### src/rtl/switch_control_if.sv
// ============================================================================
// switch_control_if
// Request/grant and crossbar-table bundle between input buffers and the
// switch controller of one 5-port NoC router.
// Revision: 1.0
// ============================================================================
`default_nettype none

interface switch_control_if #(
    parameter int NPORT   = 5,
    parameter int NP_REGF = 80,
    parameter int NP_REG3 = 15
);
    logic [7:0]         address;
    logic [NPORT-1:0]   h;
    logic [NP_REGF-1:0] data_in_t;
    logic [NPORT-1:0]   sender;
    logic [NPORT-1:0]   ack_h;
    logic [NPORT-1:0]   free;
    logic [NP_REG3-1:0] tab_in_t;
    logic [NP_REG3-1:0] tab_out_t;

    // master: input buffers / crossbar side
    modport master (
        output address,
        output h,
        output data_in_t,
        output sender,
        input  ack_h,
        input  free,
        input  tab_in_t,
        input  tab_out_t
    );

    // slave: the switch controller
    modport slave (
        input  address,
        input  h,
        input  data_in_t,
        input  sender,
        output ack_h,
        output free,
        output tab_in_t,
        output tab_out_t
    );
endinterface

`default_nettype wire

### src/rtl/switch_control.sv
// ============================================================================
// switch_control
// Round-robin arbitration, XY routing and crossbar table programming for a
// 5-port NoC router; releases an output when its owning input stops sending.
// Revision: 1.0
// ============================================================================
`default_nettype none

module switch_control (
    input  wire logic        clock,
    input  wire logic        reset,
    switch_control_if.slave  bus
);

    localparam int NPORT   = 5;
    localparam int NP_REG3 = 15;

    localparam logic [2:0] EAST  = 3'd0;
    localparam logic [2:0] WEST  = 3'd1;
    localparam logic [2:0] NORTH = 3'd2;
    localparam logic [2:0] SOUTH = 3'd3;
    localparam logic [2:0] LOCAL = 3'd4;

    typedef enum logic [1:0] {
        IDLE  = 2'd0,
        ARB   = 2'd1,
        ROUTE = 2'd2,
        GRANT = 2'd3
    } state_t;

    state_t             state_q,   state_d;
    logic [2:0]         sel_q,     sel_d;
    logic [2:0]         dest_q,    dest_d;
    logic [NPORT-1:0]   ack_q,     ack_d;
    logic [NPORT-1:0]   free_q,    free_d;
    logic [NP_REG3-1:0] tab_in_q,  tab_in_d;
    logic [NP_REG3-1:0] tab_out_q, tab_out_d;

    logic [2:0]         w_arb_sel;
    logic               w_arb_hit;
    logic [7:0]         w_target;
    logic [2:0]         w_route;
    logic [7:0]         w_sender_ext;

    // XY dimension-order routing: resolve X first, then Y, else deliver locally
    function automatic logic [2:0] xy_route(input logic [7:0] local_addr,
                                            input logic [7:0] target);
        logic [3:0] lx;
        logic [3:0] ly;
        logic [3:0] tx;
        logic [3:0] ty;
        logic [2:0] port;
        lx = local_addr[7:4];
        ly = local_addr[3:0];
        tx = target[7:4];
        ty = target[3:0];
        if (tx > lx)      port = EAST;
        else if (tx < lx) port = WEST;
        else if (ty > ly) port = NORTH;
        else if (ty < ly) port = SOUTH;
        else              port = LOCAL;
        return port;
    endfunction

    // Round-robin search: start one past the last selected port and wrap,
    // so the previously selected port is examined last.
    always_comb begin
        logic [3:0] idx;
        w_arb_sel = sel_q;
        w_arb_hit = 1'b0;
        idx       = 4'd0;
        for (int k = 1; k <= NPORT; k++) begin
            idx = {1'b0, sel_q} + 4'(k);
            if (idx >= 4'(NPORT)) begin
                idx = idx - 4'(NPORT);
            end
            if (!w_arb_hit && bus.h[idx[2:0]]) begin
                w_arb_sel = idx[2:0];
                w_arb_hit = 1'b1;
            end
        end
    end

    assign w_target     = bus.data_in_t[{sel_q, 4'b0000} +: 8];
    assign w_route      = xy_route(bus.address, w_target);
    assign w_sender_ext = {3'b000, bus.sender};

    always_comb begin
        state_d   = state_q;
        sel_d     = sel_q;
        dest_d    = dest_q;
        ack_d     = '0;
        free_d    = free_q;
        tab_in_d  = tab_in_q;
        tab_out_d = tab_out_q;

        // Release is independent of arbitration; stale table entries are
        // harmless because the crossbar gates on free.
        for (int o = 0; o < NPORT; o++) begin
            if (!free_q[o] && !w_sender_ext[tab_out_q[o*3 +: 3]]) begin
                free_d[o] = 1'b1;
            end
        end

        unique case (state_q)
            IDLE: begin
                // ack_h mask covers the cycle in which the granted requester
                // is still holding its h bit.
                if ((bus.h & ~ack_q) != '0) begin
                    state_d = ARB;
                end
            end
            ARB: begin
                if (w_arb_hit) begin
                    sel_d   = w_arb_sel;
                    state_d = ROUTE;
                end else begin
                    state_d = IDLE;
                end
            end
            ROUTE: begin
                dest_d  = w_route;
                state_d = GRANT;
            end
            GRANT: begin
                // A denied port still advances sel, so it cannot starve others.
                if (free_q[dest_q]) begin
                    tab_out_d[dest_q*3 +: 3] = sel_q;
                    tab_in_d[sel_q*3 +: 3]   = dest_q;
                    free_d[dest_q]           = 1'b0;
                    ack_d[sel_q]             = 1'b1;
                end
                state_d = IDLE;
            end
            default: begin
                state_d = IDLE;
            end
        endcase
    end

    always_ff @(posedge clock) begin
        if (reset) begin
            state_q   <= IDLE;
            sel_q     <= LOCAL;
            dest_q    <= EAST;
            ack_q     <= '0;
            free_q    <= '1;
            tab_in_q  <= '0;
            tab_out_q <= '0;
        end else begin
            state_q   <= state_d;
            sel_q     <= sel_d;
            dest_q    <= dest_d;
            ack_q     <= ack_d;
            free_q    <= free_d;
            tab_in_q  <= tab_in_d;
            tab_out_q <= tab_out_d;
        end
    end

    assign bus.ack_h     = ack_q;
    assign bus.free      = free_q;
    assign bus.tab_in_t  = tab_in_q;
    assign bus.tab_out_t = tab_out_q;

endmodule

`default_nettype wire

### src/flat_wrapper.sv
// flat-port wrapper written by rule: the top's interface ports become plain ports
module switch_control_flat 
  (clock, reset, bus_address, bus_h, bus_data_in_t, bus_sender, bus_ack_h, bus_free, bus_tab_in_t, bus_tab_out_t);
  switch_control_if bus_i ();
  input  wire logic clock;
  input  wire logic reset;
  input wire logic [$bits(bus_i.address)-1:0] bus_address;
  input wire logic [$bits(bus_i.h)-1:0] bus_h;
  input wire logic [$bits(bus_i.data_in_t)-1:0] bus_data_in_t;
  input wire logic [$bits(bus_i.sender)-1:0] bus_sender;
  output wire logic [$bits(bus_i.ack_h)-1:0] bus_ack_h;
  output wire logic [$bits(bus_i.free)-1:0] bus_free;
  output wire logic [$bits(bus_i.tab_in_t)-1:0] bus_tab_in_t;
  output wire logic [$bits(bus_i.tab_out_t)-1:0] bus_tab_out_t;
  assign bus_i.address = bus_address;
  assign bus_i.h = bus_h;
  assign bus_i.data_in_t = bus_data_in_t;
  assign bus_i.sender = bus_sender;
  assign bus_ack_h = bus_i.ack_h;
  assign bus_free = bus_i.free;
  assign bus_tab_in_t = bus_i.tab_in_t;
  assign bus_tab_out_t = bus_i.tab_out_t;
  switch_control u_core (.clock(clock), .reset(reset), .bus(bus_i));
endmodule
### config.mk
export PLATFORM = sky130hd
export DESIGN_NAME = switch_control_flat
export DESIGN_NICKNAME = d
export VERILOG_FILES = /design/src/rtl/switch_control_if.sv /design/src/rtl/switch_control.sv /design/src/flat_wrapper.sv
export SDC_FILE = /design/constraint.sdc
export NUM_CORES = 1
export LEC_CHECK = 0
export ABC_AREA = 0
export CORE_ASPECT_RATIO = 1.75
export CORE_UTILIZATION = 49
export DETAILED_ROUTE_END_ITERATION = 8
export GPL_ROUTABILITY_DRIVEN = 0
export PLACE_DENSITY_LB_ADDON = 0.3
export SKIP_LAST_GASP = 1
export SLEW_MARGIN = 10
export SYNTH_ARGS = -nofsm -noshare
export SYNTH_HDL_FRONTEND = slang
export SYNTH_SLANG_ARGS = --single-unit
### constraint.sdc
create_clock -name clock -period 10.2 [get_ports clock]
set_clock_uncertainty 0.2 [all_clocks]
set_input_delay 1.02 -clock clock [delete_from_list [all_inputs] [get_ports clock]]
set_output_delay 1.02 -clock clock [all_outputs]
set_load 0.1 [all_outputs]
Word-level counts from Yosys, hierarchy flattened
Cells that the tools add are included.

Output and inout port bits: 40. Register bits after elaboration: 48. Input port bits: 100. Word-level logic and storage cells: 147.

$lt $le $gt $ge: 23. Multipliers: 2. $add $sub $neg: 12. Reduce and logical (&&, ||, !) cells: 31. Muxes and demuxes: 57. Equality and inequality tests: 4. Bitwise logic cells: 6. Shift-type cells: 5.

Operators by type and width (count): indexed part select 80 x 8 -> 8 bit (1); negation 5 -> 34 bit (2); variable shift 3 x 34 -> 15 bit (first input constant) (2); indexed part select 3 x 34 -> 15 bit (2); less-than comparator 3 x 4 -> 1 bit (second input constant) (12); 2-to-1 mux 3 bit (14); binary-select mux 1 bit (select 3 bit) (11); bitwise mux 15 bit (2); 2-to-1 mux 1 bit (23); greater-or-equal comparator 4 x 3 -> 1 bit (second input constant) (5); subtractor 3 bit (second input constant) (5); logical NOT 1 bit (14); logical AND 1 bit (11); bitwise AND 5 bit (2); multiplier 3 x 2 -> 5 bit (second input constant) (2); 2-to-1 mux 5 bit (2); NOT 5 bit (2); nonzero test 5 bit (2); adder 3 x 2 -> 4 bit (second input constant) (2); adder 3 x 3 -> 4 bit (second input constant) (2); greater-than comparator 4 bit (2); less-than comparator 4 bit (2); case mux 2 bit (4 select lines) (1); demux 1 bit (select 3 bit) (2); other kinds (11) (15).

Longest topological paths before layout
Depth in word-level cells: 20. Mapped depth: 14.

Least setup slack after synthesis
Ideal clock, no wire load.

Path type: register -> register. Start: register u_core.sel_q[0]. End: register u_core.dest_q[2]. Setup time: 128 ps. Cell stages (with the launch flop): 15. Data arrival time: 2868 ps. Path slack: 7004 ps. Period minus slack after synthesis: 3196 ps. Path buffers: 4. Cell sequence: dfxtp_1 -> buf_6 -> buf_6 -> buf_4 -> buf_1 -> nor3_1 -> a22o_1 -> ha_1 -> nor2b_1 -> o21a_1 -> o21a_1 -> o21ai_0 -> nor4_1 -> a21oi_1 -> nor2_1.

Cells in the longest elaborated chain, start to end: 6. Elaborated cells between the ends (all ways): 9. Those cells by class: order compare (4); shift (1); mux (4).

RTL lines: from (decl) (line switch_control.sv:32) `logic [2:0] sel_q, sel_d;`; from (signal assigned) (line switch_control.sv:152) `sel_q <= sel_d;`; indexed part select 80 x 8 -> 8 bit (*) (line switch_control.sv:84) `assign w_target = bus.data_in_t[{sel_q, 4'b0000} +: 8];`; less-than comparator 4 bit (line switch_control.sv:60) `else if (ty < ly) port = SOUTH;`; 2-to-1 mux 3 bit (line switch_control.sv:60); 2-to-1 mux 3 bit (line switch_control.sv:59) `else if (ty > ly) port = NORTH;`; 2-to-1 mux 3 bit (line switch_control.sv:58) `else if (tx < lx) port = WEST;`; 2-to-1 mux 3 bit (*) (line switch_control.sv:57) `if (tx > lx) port = EAST;`; to (signal assigned) (line switch_control.sv:153) `dest_q <= dest_d;`; to (decl) (line switch_control.sv:33) `logic [2:0] dest_q, dest_d;`.

Every way passes the cells marked *; elsewhere a longest branch is shown, timed or not. A chain may end at the register's enable or synchronous reset.

Worst setup path in the final report
Start: register u_core.sel_q[2]. End: register u_core.dest_q[1].

Same word-level chain as after synthesis.

==> reports/metrics.yaml <==
drive_above_1_share_pct: 7.59
synth_top_area_share_pct: 25.2
vias: 3780
ys_seq_elements: 48
layout_min_cycle_time_ns: 3.85
n_antenna_cell: 0
placementRows: 42
p_leak_nw: 1.91
grt-ovfl-total: 0
final_area_um2: 4970
p_seq_share_pct: 22.9
worstSetupPathType: "flop to flop"
cts_setup_buffers: 0
ys_types: 72
drtIter0Drc: 289
cts_buffer_depth: 2
p_switching_w: 0.000400
firstDrtPassIters: 5
sw_frac_of_total_pct: 43.0
drt-wirelength-per-cell_um: 17.4
drcViolationCount: 0
end_kind: "flop"
grt_pass1_wl_um: 17700
slew_headroom_pct: 34.1
postCtsHoldBufs: 0
rsz0062_at_grt: "false"
maxCapViolations: 0
whs_ns: 0.250
setup_ws_ns: 6.35
cts_tree: "done"
dp_slack_ns: 6.44
dpl.cell_count: 620
maxSlewViolCount: 0
dp_hpwl_um: 8430
final_cell_mix: "clkdlybuf4s50_1 (99), nor2_1 (64), dfxtp_1 (48)"
ant_nets: 0
post-route-period-util_pct: 37.8
synth_area_leaders: "dfxtp_1 (25%), ha_1 (8.9%), mux4_2 (8.3%)"
area_delta_synth_final_pct: 30.5
p_per_area_nw_per_um2: 187
cts_sinks: 48
hold_viol: 0
tns_ns: 0
ys.warnings.count: 0
fp.dieW_um: 68.7
crit_arrival_ns: 3.81
core_um2: 7570
dpl_cell_area_um2: 4820
die_h_um: 119
yosysSeqAreaShare_pct: 25.2
min_path_type: "flop to flop"
clkPwrFrac_pct: 17.7
synth-edff-count: 0
cp_max_fo: 17
synth_area_leader_cell: "dfxtp_1"
postSynthAreaPerCell_um2: 8.51
async_flop_share_pct: 0
fillCellCount: 651
grt_max_degree: 45
finalWirelength_um: 10900
internal_power_w: 0.000529
status: "completed"
die_area_um2: 8150
io-pin-count: 140
fin_cells: 628
cts.reportedPaths.clkPinSlew_ns: 0.07
synth.cell_area_um2: 3810
setup_viol: 0
htreeDepth: 2
insertion_delay_ns: 0.29
combPwrFrac_pct: 59.4
cts_resized: 0
vdd_ir_drop_max_mv: 0.153
antenna_found_initial: 0
nets: 667
worst_pin_slew_ns: 0.985
startpoint_type: "flop"
portBuffers: 99
syn-num-nets: 576
cts-root-buf: "clkbuf_16"
start_util_pct: 50.4
track_usage_pct: 28.7
numCtsBuffers: 5
grt_pass1_vias: 3709
syn_inst: 448
synth_flop_cell: "dfxtp_1"
cp.required_ns: 10.16
viasPerCell: 6.02
max_clock_freq_ghz: 0.259
final_common_cell: "clkdlybuf4s50_1"
final timing paths:
path	startpoint	end	slack [ns]	depth (start not counted)
hold / removal	u_core.bus.tab_in_t[5]	u_core.bus.tab_in_t[5]	0.25	2
hold reg to reg	u_core.bus.tab_in_t[5]	u_core.bus.tab_in_t[5]	0.25	2
setup / recovery	u_core.sel_q[2]	u_core.dest_q[1]	6.35	11
setup reg to reg	u_core.sel_q[2]	u_core.dest_q[1]	6.35	11
power by group through the flow:
stage               logic (W)  clock network, W  registers [W]
detailed placement   0.000544                 0       0.000216
CTS                  0.000548          0.000166       0.000211
global placement     0.000529                 0       0.000216
floorplan            0.000422                 0       0.000220
global route         0.000596          0.000173       0.000213
finish               0.000552          0.000164       0.000212
per-layer routing:
metal	routed length [um]	GRT usage, %	share of wire, %	vias to the layer above
met1	3890	29.7	36	1749
met5	0	0	0	-
met3	617	4.44	5.6	50
met2	5850	50.9	53	164
met4	593	17.2	5.4	0
li1	-	-	-	1817
through the flow:
stage / util, % / power [W]
after floorplan: - / 0.000642
after global placement: 63.8 / 0.000745
after detailed placement: 63.8 / 0.000759
after CTS: 65.7 / 0.000925
after global routing: 65.7 / 0.000982
final: 65.7 / 0.000929
cell families after synthesis:
family                     share of synthesized area, %
AOI/OAI and AO/OA                                  19.0
muxes                                              15.4
and+or+nand+nor                                    25.0
DFF                                                25.2
buffers and inverters                              5.09
xor gates and xnor gates                          0.886
adders and majority gates                          9.39
layout make-up:
class	instances	area, um^2	area share, %
multi-input combinational	360	2660	53.4
sequential	48	961	19.3
timing repair buffer	102	1010	20.4
clock buffer	5	125	2.52
clock inverter	3	23.8	0.478
inverter	22	82.6	1.66
tap	88	110	2.21
worst max-delay path: stages, from the launching register on:
cell     delay (ns)
dfxtp_1        0.87
inv_2          0.33
nor3_1         0.82
a22o_1         0.26
ha_1           0.24
nor2b_1        0.14
o21a_1         0.16
o21a_1         0.15
o21ai_0        0.28
nor2_1         0.09
o21ai_0        0.08
a21oi_1        0.09
cells in the mapped netlist (4+ instances only):
cell	count
o21ai_0	17
nand3_1	15
and3_1	8
a21oi_1	33
nor2_1	64
o21bai_1	4
nand2_1	22
buf_6	5
ha_1	27
mux2i_1	25
dfxtp_1	48
clkbuf_1	8
mux4_2	14
nand2b_1	16
a31oi_1	5
nor3b_1	4
nand4_1	5
nor3_1	9
a22o_1	6
o22ai_1	4
and2_1	6
inv_1	20
nor2b_1	14
nor4_1	5
registers in the layout, indices dropped and copies added (netlist names), named ones only:
| signal | count |
|---|---|
| u_core.bus.tab_in_t | 15 |
| u_core.bus.tab_out_t | 15 |
| u_core.bus.ack_h | 5 |
| u_core.bus.free | 5 |
| u_core.dest_q | 3 |
| u_core.sel_q | 3 |
| u_core.state_q | 1 |
Note: power is estimated with default switching activity, not from simulation.
